### src/rtl/mem_access_stage.sv
// MEM pipeline stage: drives the data-memory port, holds strobes for MemLatency wait cycles
// while stalling upstream, and registers the writeback payload. Optional macro: MEM_STATS_EN.
module mem_access_stage #(
   parameter int DataWidth   = 16,
   parameter int RegAddrBits = 3,
   parameter int MemLatency  = 2
) (
   input  logic                   CLK,
   input  logic                   RST,
`ifdef MEM_STATS_EN
   output logic [15:0]            stall_count,
`endif
   input  logic                   ex_valid,
   input  logic                   ex_mem_read,
   input  logic                   ex_mem_write,
   input  logic                   ex_reg_write,
   input  logic [DataWidth-1:0]   ex_alu_result,
   input  logic [DataWidth-1:0]   ex_store_data,
   input  logic [RegAddrBits-1:0] ex_dest,
   output logic                   stall,
   output logic                   MemRead,
   output logic                   MemWrite,
   output logic [DataWidth-1:0]   MemAddr,
   output logic [DataWidth-1:0]   MemData,
   input  logic [DataWidth-1:0]   MemOutput,
   output logic                   wb_valid,
   output logic                   wb_reg_write,
   output logic [RegAddrBits-1:0] wb_dest,
   output logic [DataWidth-1:0]   wb_data
);

   typedef enum logic {IDLE, ACCESS} stateType;

   localparam logic [3:0] LastCount = 4'(MemLatency - 1);

   stateType               state;
   logic [3:0]             count;
   logic                   pendLoad;
   logic                   pendRegWrite;
   logic [RegAddrBits-1:0] pendDest;

   assign stall = (state == ACCESS);

   // NOTE: every register here is state, so only non-blocking assignments are used;
   // each branch assigns only what changes, the rest holds by flop behaviour (no latches).
   always_ff @(posedge CLK) begin
      if (RST) begin
         state        <= IDLE;
         count        <= '0;
         pendLoad     <= 1'b0;
         pendRegWrite <= 1'b0;
         pendDest     <= '0;
         MemRead      <= 1'b0;
         MemWrite     <= 1'b0;
         MemAddr      <= '0;
         MemData      <= '0;
         wb_valid     <= 1'b0;
         wb_reg_write <= 1'b0;
         wb_dest      <= '0;
         wb_data      <= '0;
      end else begin
         case (state)
            IDLE: begin
               if (!ex_valid) begin
                  wb_valid     <= 1'b0;
                  wb_reg_write <= 1'b0;
               end else if (ex_mem_read || ex_mem_write) begin
                  state    <= ACCESS;
                  count    <= '0;
                  MemAddr  <= ex_alu_result;
                  wb_valid <= 1'b0;
                  // A simultaneous read+write request is serviced as a store.
                  if (ex_mem_write) begin
                     MemWrite <= 1'b1;
                     MemData  <= ex_store_data;
                  end else begin
                     MemRead <= 1'b1;
                  end
                  pendLoad     <= !ex_mem_write;
                  pendRegWrite <= ex_reg_write && !ex_mem_write;
                  pendDest     <= ex_dest;
               end else begin
                  wb_valid     <= 1'b1;
                  wb_reg_write <= ex_reg_write;
                  wb_dest      <= ex_dest;
                  wb_data      <= ex_alu_result;
               end
            end
            ACCESS: begin
               if (count == LastCount) begin
                  state    <= IDLE;
                  count    <= '0;
                  MemRead  <= 1'b0;
                  MemWrite <= 1'b0;
                  MemAddr  <= '0;
                  MemData  <= '0;
                  wb_valid <= 1'b1;
                  wb_dest  <= pendDest;
                  if (pendLoad) begin
                     wb_data      <= MemOutput;
                     wb_reg_write <= pendRegWrite;
                  end else begin
                     wb_reg_write <= 1'b0;
                  end
               end else begin
                  count <= count + 4'd1;
               end
            end
            default: state <= IDLE;
         endcase
      end
   end

`ifdef MEM_STATS_EN
   always_ff @(posedge CLK) begin
      if (RST)
         stall_count <= '0;
      else if (stall && stall_count != 16'hFFFF)
         stall_count <= stall_count + 16'd1;
   end
`endif

endmodule

### config.mk
export PLATFORM = sky130hd
export DESIGN_NAME = mem_access_stage
export DESIGN_NICKNAME = d
export VERILOG_FILES = /design/src/rtl/mem_access_stage.sv
export SDC_FILE = /design/constraint.sdc
export NUM_CORES = 1
export LEC_CHECK = 0
export CAP_MARGIN = 25
export CORE_ASPECT_RATIO = 1.1
export CORE_MARGIN = 2
export CORE_UTILIZATION = 41
export DETAILED_ROUTE_END_ITERATION = 6
export PLACE_DENSITY = 0.77
export SYNTH_ARGS = -nofsm -noshare
export SYNTH_HDL_FRONTEND = slang
export SYNTH_SLANG_ARGS = --single-unit
### constraint.sdc
create_clock -name CLK -period 1.7 [get_ports CLK]
set_input_delay 0.255 -clock CLK [delete_from_list [all_inputs] [get_ports CLK]]
set_output_delay 0.255 -clock CLK [all_outputs]
set_load 0.01 [all_outputs]
Yosys cells after proc, flatten, opt, wreduce, memory -nomap -nowiden --
Index checks and enable logic that the tools add are counted.
Word-level totals: register bits 65, output and inout port bits 56, logic and storage cells 78
Operators by class: add/sub/neg operators 1, eq/ne operators 9, multiplexer cells 43, bitwise logic cells 1, reductions and logical operators 11
Operators with widths (number):
- 16-bit two-way mux | 10
- 16-bit case mux with 2 select lines | 3
- 1-bit two-way mux | 17
- 4-bit two-way mux | 3
- 4-bit AND reduction | 3
- 2-bit != test, second input constant | 5
- 1-bit case mux with 2 select lines | 5
- 3-bit two-way mux | 3
- 3-bit AND reduction | 3
- 4-bit case mux with 2 select lines | 1
- 3-bit case mux with 2 select lines | 1
- 4-bit by 1-bit adder with 4-bit output, second input constant | 1
- 4-bit by 1-bit == test with 1-bit output, second input constant | 1
- 2-bit by 1-bit != test with 1-bit output, second input constant | 2
- 2-bit AND reduction | 2
- 3-bit != test, second input constant | 1
- 1-bit logical AND | 1
- 1-bit zero test | 1
- 1-bit logical OR | 1
- 1-bit inverter | 1

Logic depth before layout (Yosys ltp) --
Gate-level depths: netlist (run 1).
depth after elaboration 4, mapped depth 6, mapped depth without buffers 5

Worst setup path before layout (run 1) --
Ideal clock, no wire load.
path type reg2reg, from register count[0], to register wb_reg_write, setup time 0.121 ns, arrival 1.570 ns, data required time 1.579 ns, setup slack 0.009 ns, stages on the path, launching flop included 5, path buffers 0, clock period less this slack 1.691 ns, path through dfxtp_1 -> ha_1 -> or3b_2 -> a22oi_1 -> mux2_2
On the way: longest elaborated chain between the ends 3
Ends and longest elaborated chain:
- start, declared | line 37 | logic [3:0] count;
- start signal, assigned | line 106 | count <= count + 4'd1;
- 4-bit by 1-bit == test with 1-bit output | line 90 | if (count == LastCount) begin
- 2-bit by 1-bit != test with 1-bit output (no source line)
- 2-bit AND reduction (no source line)
- end signal, assigned | line 84 | wb_reg_write <= ex_reg_write;
- end signal, assigned | line 101 | wb_reg_write <= pendRegWrite;
- end, declared | line 27 | output logic wb_reg_write,
Every way passes these cells. A chain may end at the register's enable or synchronous reset.

Worst setup path after layout (run 1) --
from input ex_valid, to register wb_data[0]
On the way: longest elaborated chain between the ends 2
Ends and longest elaborated chain:
- start, declared | line 13 | input logic ex_valid,
- 2-bit != test (no source line)
- 4-bit AND reduction (no source line)
- end signal, assigned | line 86 | wb_data <= ex_alu_result;
- end signal, assigned | line 100 | wb_data <= MemOutput;
- end, declared | line 29 | output logic [DataWidth-1:0] wb_data
Every way passes these cells.

==> metrics, run 1 <==
fin crit share=0.980; Placed Cells=519; Core Box Area=7470 um^2; CTS tree=done; Comb pwr share=0.209; All-Layer GR Usage=0.193; final setup vio count=0; clk_lat worst skew=0.33 ns; P_int=2790 uW; Rows=33; Iteration-0 DRC Markers=124; Worst Setup SP=ex_valid; Syn Area/Cell=10.2 um^2; power per cell area=792 nW/um^2; antenna-violating nets left=0; largest net degree at the start of global routing=47; critical path type=input pin to flop; Layout Cells excl Fill=539; Root Driver=clkbuf_8; GP Congestion=0.844; min Tclk post-route=1.67 ns; YS warnings=0; Post-synth EDFFs=0; worst-case hold slack=0.373 ns; endpoint class of the critical path=flop; Vias per Instance=4.92; CTS sink cnt=65; count of cell types in the netlist=39; ant diodes=0; Total Wirelength=8290 um; syn nets=368; reg-to-reg critical path endpoint=wb_data[0]; port buffer count=112; Detailed Place HPWL=6000 um; Sequential Power Share=0.439; switching share of power=0.260; Initial Utilization=0.422; number of remaining DRC errors=0; crit start category=input pin; prevailing post-synth register cell=dfxtp_1; via count=2654; Num CTS Buffers=9; die height=96.0 um; fraction of registers with async set/reset=0; worst-margin pin slew=0.262 ns; crit-path max FO=8; I/O pin count=113; vias in the first global route=2562; GR Overflow Total=0; routed wire length per instance=15.4 um; CTS clk-pin slew, worst paths=0.07 ns; layout cell share with drive strength beyond 1=0.221; most frequent cells in the layout=clkdlybuf4s50_1, dfxtp_1, mux2i_1; Slew Viols, Final=0; VDD IR-drop max=0.490 mV; first-pass GRT wire length=12600 um; reg2reg setup slack=0.05 ns; most common cell after layout, fill and taps aside=clkdlybuf4s50_1; Final #Nets=488; worst setup path endpoint=wb_data[0]; final hold vios=0; relative slew slack=0.820; initial antenna violation count=0; Yosys reg bits=65; full die area=8420 um^2; Max Cap Violations=0; # hold bufs at CTS=0; sequential-to-total area share from yosys stat=0.412; Hold Crit Class=input pin to flop; FILL cells=632; reg-to-reg startpoint=count[1]; sw power=979 uW; synthesized area=3160 um^2; Max clock buf depth=2; Area growth syn-to-layout=50.8%; Crit path required time=1.92 ns; Clk pwr share=0.352; Synth Instances=309; P_leak=0.00182 uW; Worst Skew=0.00683 ns; Die Wd=87.7 um; CTS H-tree depth=3; run status=complete, no violations; crit path DAT=1.89 ns; f_max=600 MHz; drt first pass iters=4; r2r worst-path depth=6
==> power by group through the flow <==
stage,clock (uW),combinational [uW],sequential (uW)
after floorplan,0,352,1710
after global placement,0,751,1680
after detailed placement,0,764,1690
after CTS,1360,776,1650
after global routing,1430,847,1660
final,1330,789,1650
==> flip-flops by register name (all words and copies together) (netlist names), 3 cells and up <==
name	flops
pendDest	3
MemData	16
MemAddr	16
wb_data	16
wb_dest	3
count	4
==> area by class of cell <==
class / count / area [um^2] / share of cell area
Clock buffer: 10 / 138 / 0.0289
Multi-Input combinational cell: 212 / 1710 / 0.358
Tap cell: 105 / 131 / 0.0276
Inverter: 4 / 15.0 / 0.00315
Clock inverter: 6 / 67.6 / 0.0142
Sequential cell: 65 / 1310 / 0.274
Timing Repair Buffer: 137 / 1400 / 0.293
==> worst min path at each step <==
stage | start | to | slack [ns] | depth (start not counted)
finish | RST | wb_data[15] | 0.37 | 3
global route | RST | wb_data[15] | 0.39 | 3
CTS | RST | wb_data[15] | 0.36 | 3
detailed placement | MemWrite | MemWrite | 0.45 | 1
global placement | MemWrite | MemWrite | 0.45 | 1
floorplan | ex_store_data[0] | MemData[0] | 0.40 | 2
==> synthesized netlist by cell type (2+ instances only) <==
library cell,number,area [um^2]
a211oi_1,2,15.0
a21oi_1,9,45.0
a221oi_2,3,45.0
a311oi_1,4,35.0
a31o_2,15,131
a31oi_1,3,18.8
and2_1,2,12.5
buf_1,2,7.51
buf_2,9,45.0
buf_4,5,37.5
buf_6,2,22.5
clkbuf_1,9,33.8
dfxtp_1,65,1300
ha_1,2,25.0
inv_1,4,15.0
mux2_1,10,113
mux2_2,7,78.8
mux2i_1,32,320
nand2b_1,19,119
nand3_1,9,45.0
nand3b_1,7,52.6
nor2_1,17,63.8
nor2b_1,21,131
nor3b_1,15,113
o21ai_0,5,25.0
o22ai_4,2,40.0
or3b_2,17,149
==> kinds of logic after synthesis <==
family / share of synthesized area
and+or+nand+nor: 0.242
muxes: 0.162
AOI/OAI and AO/OA: 0.120
DFF: 0.412
buffers and inverters: 0.0559
adders and majority gates: 0.00793
==> metrics by stage <==
stage	area [um^2]	util	setup slack, ns	power, uW	TNS, ns
floorplan	3160	-	0.00927	2070	0
global placement	4460	0.597	-0.284	2440	-8.47
detailed placement	4460	0.597	-0.339	2450	-9.47
CTS	4690	0.627	0.00651	3790	0
global route	4760	0.637	-0.00497	3940	-0.00497
finish	4760	0.637	0.0340	3770	0
==> worst max-delay path, cell delays in order <==
cell and delay (ns):
clkdlybuf4s50_1 0.48, nor2b_1 0.19, buf_4 0.15, o22ai_4 0.26, clkbuf_16 0.22, mux2_2 0.33
==> metal layers <==
layer | wire length (um) | GRT usage | part of all wire | vias to the layer above
met5 | 0 | 0 | 0 | -
met4 | 92 | 0.0526 | 0.011 | 0
met3 | 319 | 0.0575 | 0.038 | 10
met2 | 4180 | 0.314 | 0.50 | 51
met1 | 3700 | 0.249 | 0.45 | 1254
li1 | - | - | - | 1339
==> what timing repair did <==
| action | 4_1_cts | 5_1_grt |
|---|---|---|
| pin swaps | 1 | 0 |
| buffers inserted | 1 | 2 |
| endpoints found under the hold margin | 0 | 0 |
| gates resized for setup | 0 | 9 |
| gates cloned | 0 | 1 |
| setup endpoints to repair | 16 | 19 |
Power figures use the tool's default switching activity.
==> run 2: changes to the inputs <==
- TNS_END_PERCENT: not set -> 10
==> run 2 against run 1 <==
  * Combinational power shrank 2%
  * Clock skew grew 0.00086 ns
  * Flip-flop and latch count is the same
  * First-iteration DRC count shrank 10%
  * Register-to-register slack gained 0.04 ns
  * Count of clock-buffer cells in the layout is the same
  * Final cell count shrank 0.56%
  * Non-clock buffer count shrank 3
  * Utilization shrank 0.72 points
  * Global-route usage is the same
  * Maximum frequency grew 3.2%
  * Critical path type is now flop to flop
==> metrics, run 2 (synthesis gave the netlist of run 1 again) <==
run status=complete, no violations (unchanged); VDD IR-drop max=0.490 mV (about the same); critical path's slowest cell=dfxtp_2 (was clkdlybuf4s50_1); fin area=4710 um^2 (was 4760 um^2); Die Wd=87.7 um (unchanged); P_int=2780 uW (was 2790 uW); Crit path required time=1.92 ns (about the same); Critical Path Max Stage Delay=0.33 ns (was 0.48 ns); reg-to-reg startpoint=count[1] (unchanged); CTS sink cnt=65 (unchanged); crit start category=flop (was input pin); Final #Nets=485 (was 488); reg-to-reg critical path endpoint=wb_data[7] (was wb_data[0]); Rows=33 (unchanged); crit-path max FO=16 (was 8); full die area=8420 um^2 (unchanged); drt first pass iters=4 (unchanged); critical path type=flop to flop (was input pin to flop); CTS tree=done (unchanged); Util after Layout=0.630 (was 0.637); crit path DAT=1.83 ns (was 1.89 ns); switching share of power=0.259 (was 0.260); port buffer count=112 (unchanged); Area growth syn-to-layout=49.1% (was 50.8%); initial antenna violation count=0 (unchanged); largest net degree at the start of global routing=47 (unchanged); Root Driver=clkbuf_8 (unchanged); most common cell after layout, fill and taps aside=clkdlybuf4s50_1 (unchanged); Max clock buf depth=2 (unchanged); All-Layer GR Usage=0.193 (unchanged); Comb pwr share=0.207 (was 0.209); number of buffers and inverters on the critical path=2 (was 3); min Tclk post-route=1.61 ns (was 1.67 ns); CTS clk-pin slew, worst paths=0.07 ns (about the same); cell family with most CP delay=flip-flops (was buffers and inverters); Slew Viols, Final=0 (unchanged); Hold Crit Class=input pin to flop (unchanged); placed instance area=4460 um^2 (unchanged); layout cell share with drive strength beyond 1=0.211 (was 0.221); P_leak=0.00179 uW (was 0.00182 uW); relative slew slack=0.824 (was 0.820); Top Registers=MemAddr: 16 flops, MemData: 16 flops, wb_data: 16 flops (unchanged); endpoint class of the critical path=flop (unchanged); worst hold stages=3 (unchanged); cell chain of the critical path=inv_1 -> ha_2 -> and4bb_4 -> o22ai_4 -> buf_12 -> mux2_1 (was clkdlybuf4s50_1 -> nor2b_1 -> buf_4 -> o22ai_4 -> clkbuf_16 -> mux2_2); number of remaining DRC errors=0 (unchanged); Iteration-0 DRC Markers=111 (was 124); sw power=971 uW (was 979 uW); vias in the first global route=2562 (unchanged); worst-margin pin slew=0.257 ns (was 0.262 ns); final setup vio count=0 (unchanged); routed wire length per instance=15.3 um (was 15.4 um); Vias per Instance=4.97 (was 4.92); Sequential Power Share=0.440 (was 0.439); Initial Utilization=0.422 (unchanged); Core Box Area=7470 um^2 (unchanged); power per cell area=797 nW/um^2 (was 792 nW/um^2); RSZ-0062 raised after global routing=no; reg2reg setup slack=0.09 ns (was 0.05 ns); r2r worst-path depth=6 (unchanged); fin crit share=0.949 (was 0.980); via count=2663 (was 2654); clk_lat worst skew=0.33 ns (about the same); first-pass GRT wire length=12600 um (unchanged); GR Overflow Total=0 (unchanged); f_max=620 MHz (was 600 MHz); ant diodes=0 (unchanged); die height=96.0 um (unchanged); antenna-violating nets left=0 (unchanged); hold path start=RST (unchanged); Total Wirelength=8180 um (was 8290 um); I/O pin count=113 (unchanged); Hold Path End=wb_data[15] (unchanged); Num CTS Buffers=9 (unchanged); Clk pwr share=0.353 (was 0.352); GP Congestion=0.844 (unchanged); most frequent cells in the layout=clkdlybuf4s50_1, dfxtp_1, mux2i_1 (unchanged); # hold bufs at CTS=0 (unchanged); Max Cap Violations=0 (unchanged); final hold vios=0 (unchanged); CTS H-tree depth=3 (unchanged); Detailed Place HPWL=6000 um (unchanged); Worst Skew=0.00769 ns (was 0.00683 ns)
## run 2: final cells by class
cell class / instances / area (um^2)
inverter: 4 / 15.0
multi-input combinational: 212 / 1690
sequential: 65 / 1310
tap: 105 / 131
fill: 640 / 2770
clock buffer: 10 / 138
clock inverter: 6 / 67.6
timing repair buffer: 134 / 1360
## run 2: power groups by stage
stage | clock network [uW] | registers, uW | logic, uW
after floorplan | 0 | 1710 | 352
after global placement | 0 | 1680 | 751
after detailed placement | 0 | 1690 | 764
after CTS | 1360 | 1650 | 776
after global routing | 1430 | 1660 | 833
final | 1320 | 1650 | 777
## run 2: worst max-delay path by stage
stage,cells after the start,slack [ns],endpoint,from
finish,6,0.09,wb_data[7],count[1]
global route,6,0.02,wb_data[11],count[1]
CTS,5,0.007,wb_reg_write,count[1]
detailed placement,5,-0.34,MemAddr[1],ex_valid
global placement,5,-0.28,MemAddr[5],ex_valid
floorplan,4,0.009,wb_reg_write,count[0]
## run 2: layer usage
layer,global-route usage,vias to the layer above,share of wire
met2,0.314,59,0.50
met4,0.0526,0,0.015
li1,-,1332,-
met5,0,-,0
met3,0.0575,9,0.041
met1,0.249,1263,0.44
## run 2: through the flow
| step | setup slack (ns) | TNS, ns | total power (uW) | hold WS, ns | std cells |
|---|---|---|---|---|---|
| detailed placement | -0.339 | -9.47 | 2450 | 0.451 | 519 |
| global route | 0.0153 | 0 | 3920 | 0.368 | 536 |
| global placement | -0.284 | -8.47 | 2440 | 0.445 | 519 |
| floorplan | 0.00927 | 0 | 2070 | 0.403 | 309 |
| CTS | 0.00651 | 0 | 3790 | 0.356 | 536 |
| finish | 0.0860 | 0 | 3750 | 0.364 | 536 |
## run 2: worst register-to-register path, cell delays in order, from the launching register on
cell,delay (ns)
dfxtp_2,0.33
inv_1,0.04
ha_2,0.17
and4bb_4,0.24
o22ai_4,0.20
buf_12,0.19
mux2_1,0.34
## run 2: timing repair
item	CTS	global route
resized for setup	0	6
buffers inserted	1	0
endpoints found under the setup margin	16	19
endpoints found under the hold margin	0	0
pin swaps	1	0
gates cloned	0	0
==> run 3: changes to the inputs <==
- CORE_ASPECT_RATIO: 1.1 -> 1.25
- CORE_UTILIZATION: 41 -> 42
- CTS_BUF_LIST: not set -> sky130_fd_sc_hd__clkbuf_8
- PLACE_DENSITY: 0.77 -> 0.79
==> run 3 against run 2 <==
  * Sequential share of layout area shrank 0.25 points
  * First-iteration DRC count increased by 9.9%
  * Global-route usage grew 0.62 points
  * Critical path type is now input pin to flop
  * Highest routed layer unchanged
  * Worst setup slack better by 0.0086 ns
  * Largest power group unchanged
  * Clock skew is 0.0058 ns higher
  * Critical path depth down 2
==> metrics, run 3 (synthesis gave the netlist of run 1 again) <==
run status=complete, no violations (unchanged); FILL cells=601 (was 640); fin crit share=0.944 (was 0.949); Vias per Instance=5.13 (was 4.97); Die Wd=81.5 um (was 87.7 um); fin area=4740 um^2 (was 4710 um^2); Final #Nets=486 (was 485); GR Overflow Total=0 (unchanged); f_max=623 MHz (was 620 MHz); Total Wirelength=8030 um (was 8180 um); initial antenna violation count=0 (unchanged); All-Layer GR Usage=0.199 (was 0.193); Detailed Place HPWL=5890 um (was 6000 um); Area growth syn-to-layout=50.3% (was 49.1%); Initial Utilization=0.432 (was 0.422); worst-margin pin slew=0.327 ns (was 0.257 ns); full die area=8230 um^2 (was 8420 um^2); CTS sink cnt=65 (unchanged); placed instance area=4490 um^2 (was 4460 um^2); crit start category=input pin (was flop); final setup vio count=0 (unchanged); Crit path required time=1.91 ns (was 1.92 ns); clk_lat worst skew=0.34 ns (was 0.33 ns); power per cell area=847 nW/um^2 (was 797 nW/um^2); drt first pass iters=4 (unchanged); Rows=35 (was 33); critical path type=input pin to flop (was flop to flop); final hold vios=0 (unchanged); number of remaining DRC errors=0 (unchanged); RSZ-0062 raised after global routing=no (unchanged); port buffer count=112 (unchanged); largest net degree at the start of global routing=43 (was 47); Iteration-0 DRC Markers=122 (was 111); via count=2688 (was 2663); cell chain of the critical path=clkdlybuf4s50_1 -> or4b_1 -> a221oi_2 -> a311oi_1 (was inv_1 -> ha_2 -> and4bb_4 -> o22ai_4 -> buf_12 -> mux2_1); crit-path max FO=7 (was 16); antenna-violating nets left=0 (unchanged); ant diodes=0 (unchanged); Num CTS Buffers=9 (unchanged); Slew Viols, Final=0 (unchanged); number of buffers and inverters on the critical path=1 (was 2); worst-case hold slack=0.426 ns (was 0.364 ns); GP Congestion=0.789 (was 0.844); critical path's slowest cell=or4b_1 (was dfxtp_2); Max Cap Violations=0 (unchanged); Critical Path Max Stage Delay=0.63 ns (was 0.33 ns); most common cell after layout, fill and taps aside=clkdlybuf4s50_1 (unchanged); CTS clk-pin slew, worst paths=0.07 ns (about the same); P_leak=0.00184 uW (was 0.00179 uW); Worst Skew=0.0135 ns (was 0.00769 ns); CTS tree=done (unchanged); most frequent cells in the layout=clkdlybuf4s50_1, dfxtp_1, mux2i_1 (unchanged); vias in the first global route=2682 (was 2562); Top Registers=MemAddr: 16 flops, MemData: 16 flops, wb_data: 16 flops (unchanged); Max clock buf depth=2 (unchanged); endpoint class of the critical path=flop (unchanged); layout cell share with drive strength beyond 1=0.204 (was 0.211); I/O pin count=113 (unchanged); Core Box Area=7310 um^2 (was 7470 um^2); setup repair bufs after CTS=0 (was 1); Hold Crit Class=input pin to flop (unchanged); CTS H-tree depth=3 (unchanged); VDD IR-drop max=0.543 mV (was 0.490 mV); relative slew slack=0.782 (was 0.824); die height=101 um (was 96.0 um); first-pass GRT wire length=12700 um (was 12600 um); routed wire length per instance=15.3 um (about the same); Root Driver=clkbuf_8 (unchanged); cell family with most CP delay=simple AND/OR/NAND/NOR gates (was flip-flops); min Tclk post-route=1.61 ns (about the same); crit path DAT=1.81 ns (was 1.83 ns)
## run 3: final cells by class
class	count	area, um^2	share of cell area
Timing Repair Buffer	135	1380	0.291
Clock inverter	7	120	0.0253
Inverter	4	15.0	0.00316
Multi-Input combinational cell	212	1690	0.355
Sequential cell	65	1310	0.275
Tap cell	92	115	0.0243
Clock buffer	9	124	0.0261
## run 3: repair_timing
action,4_1_cts,5_1_grt
pin swaps,0,0
endpoints found under the hold margin,0,0
cloned,0,0
endpoints found under the setup margin,1,2
gates resized for setup,1,3
hold buffers,0,0
## run 3: worst paths after layout
path,cells after the start,startpoint,slack [ns],to
max,4,ex_valid,0.09,wb_dest[0]
min,3,RST,0.43,wb_data[2]
max reg2reg,6,count[1],0.10,wb_data[9]
min reg2reg,1,MemWrite,0.47,MemWrite
## run 3: routing by layer
layer	part of all wire	vias to the layer above	GRT usage
met4	0.022	0	0.0874
met1	0.44	1269	0.253
met2	0.49	70	0.326
met3	0.043	16	0.0367
li1	-	1333	-
met5	0	-	0
## run 3: where the power goes
group	switching [uW]	internal (uW)	total (uW)
combinational	316	461	777
sequential	47.6	1600	1650
clock	614	977	1590
## run 3: through the flow
stage / setup TNS [ns] / worst slack [ns] / instances / power, uW / util
3_5_place_dp: -5.54 / -0.232 / 508 / 2460 / 0.614
2_1_floorplan: 0 / 0.00927 / 309 / 2070 / -
4_1_cts: 0 / 0.00707 / 524 / 4050 / 0.647
6_report: 0 / 0.0946 / 524 / 4020 / 0.649
3_3_place_gp: -4.65 / -0.190 / 508 / 2440 / 0.614
5_1_grt: 0 / 0.0154 / 524 / 4170 / 0.649
## run 3: worst reg2reg max path, stage by stage, from the launching register on
cell      delay, ns
dfxtp_1        0.33
inv_1          0.04
ha_1           0.20
and4bb_4       0.23
o22ai_4        0.17
buf_12         0.18
mux2_1         0.34
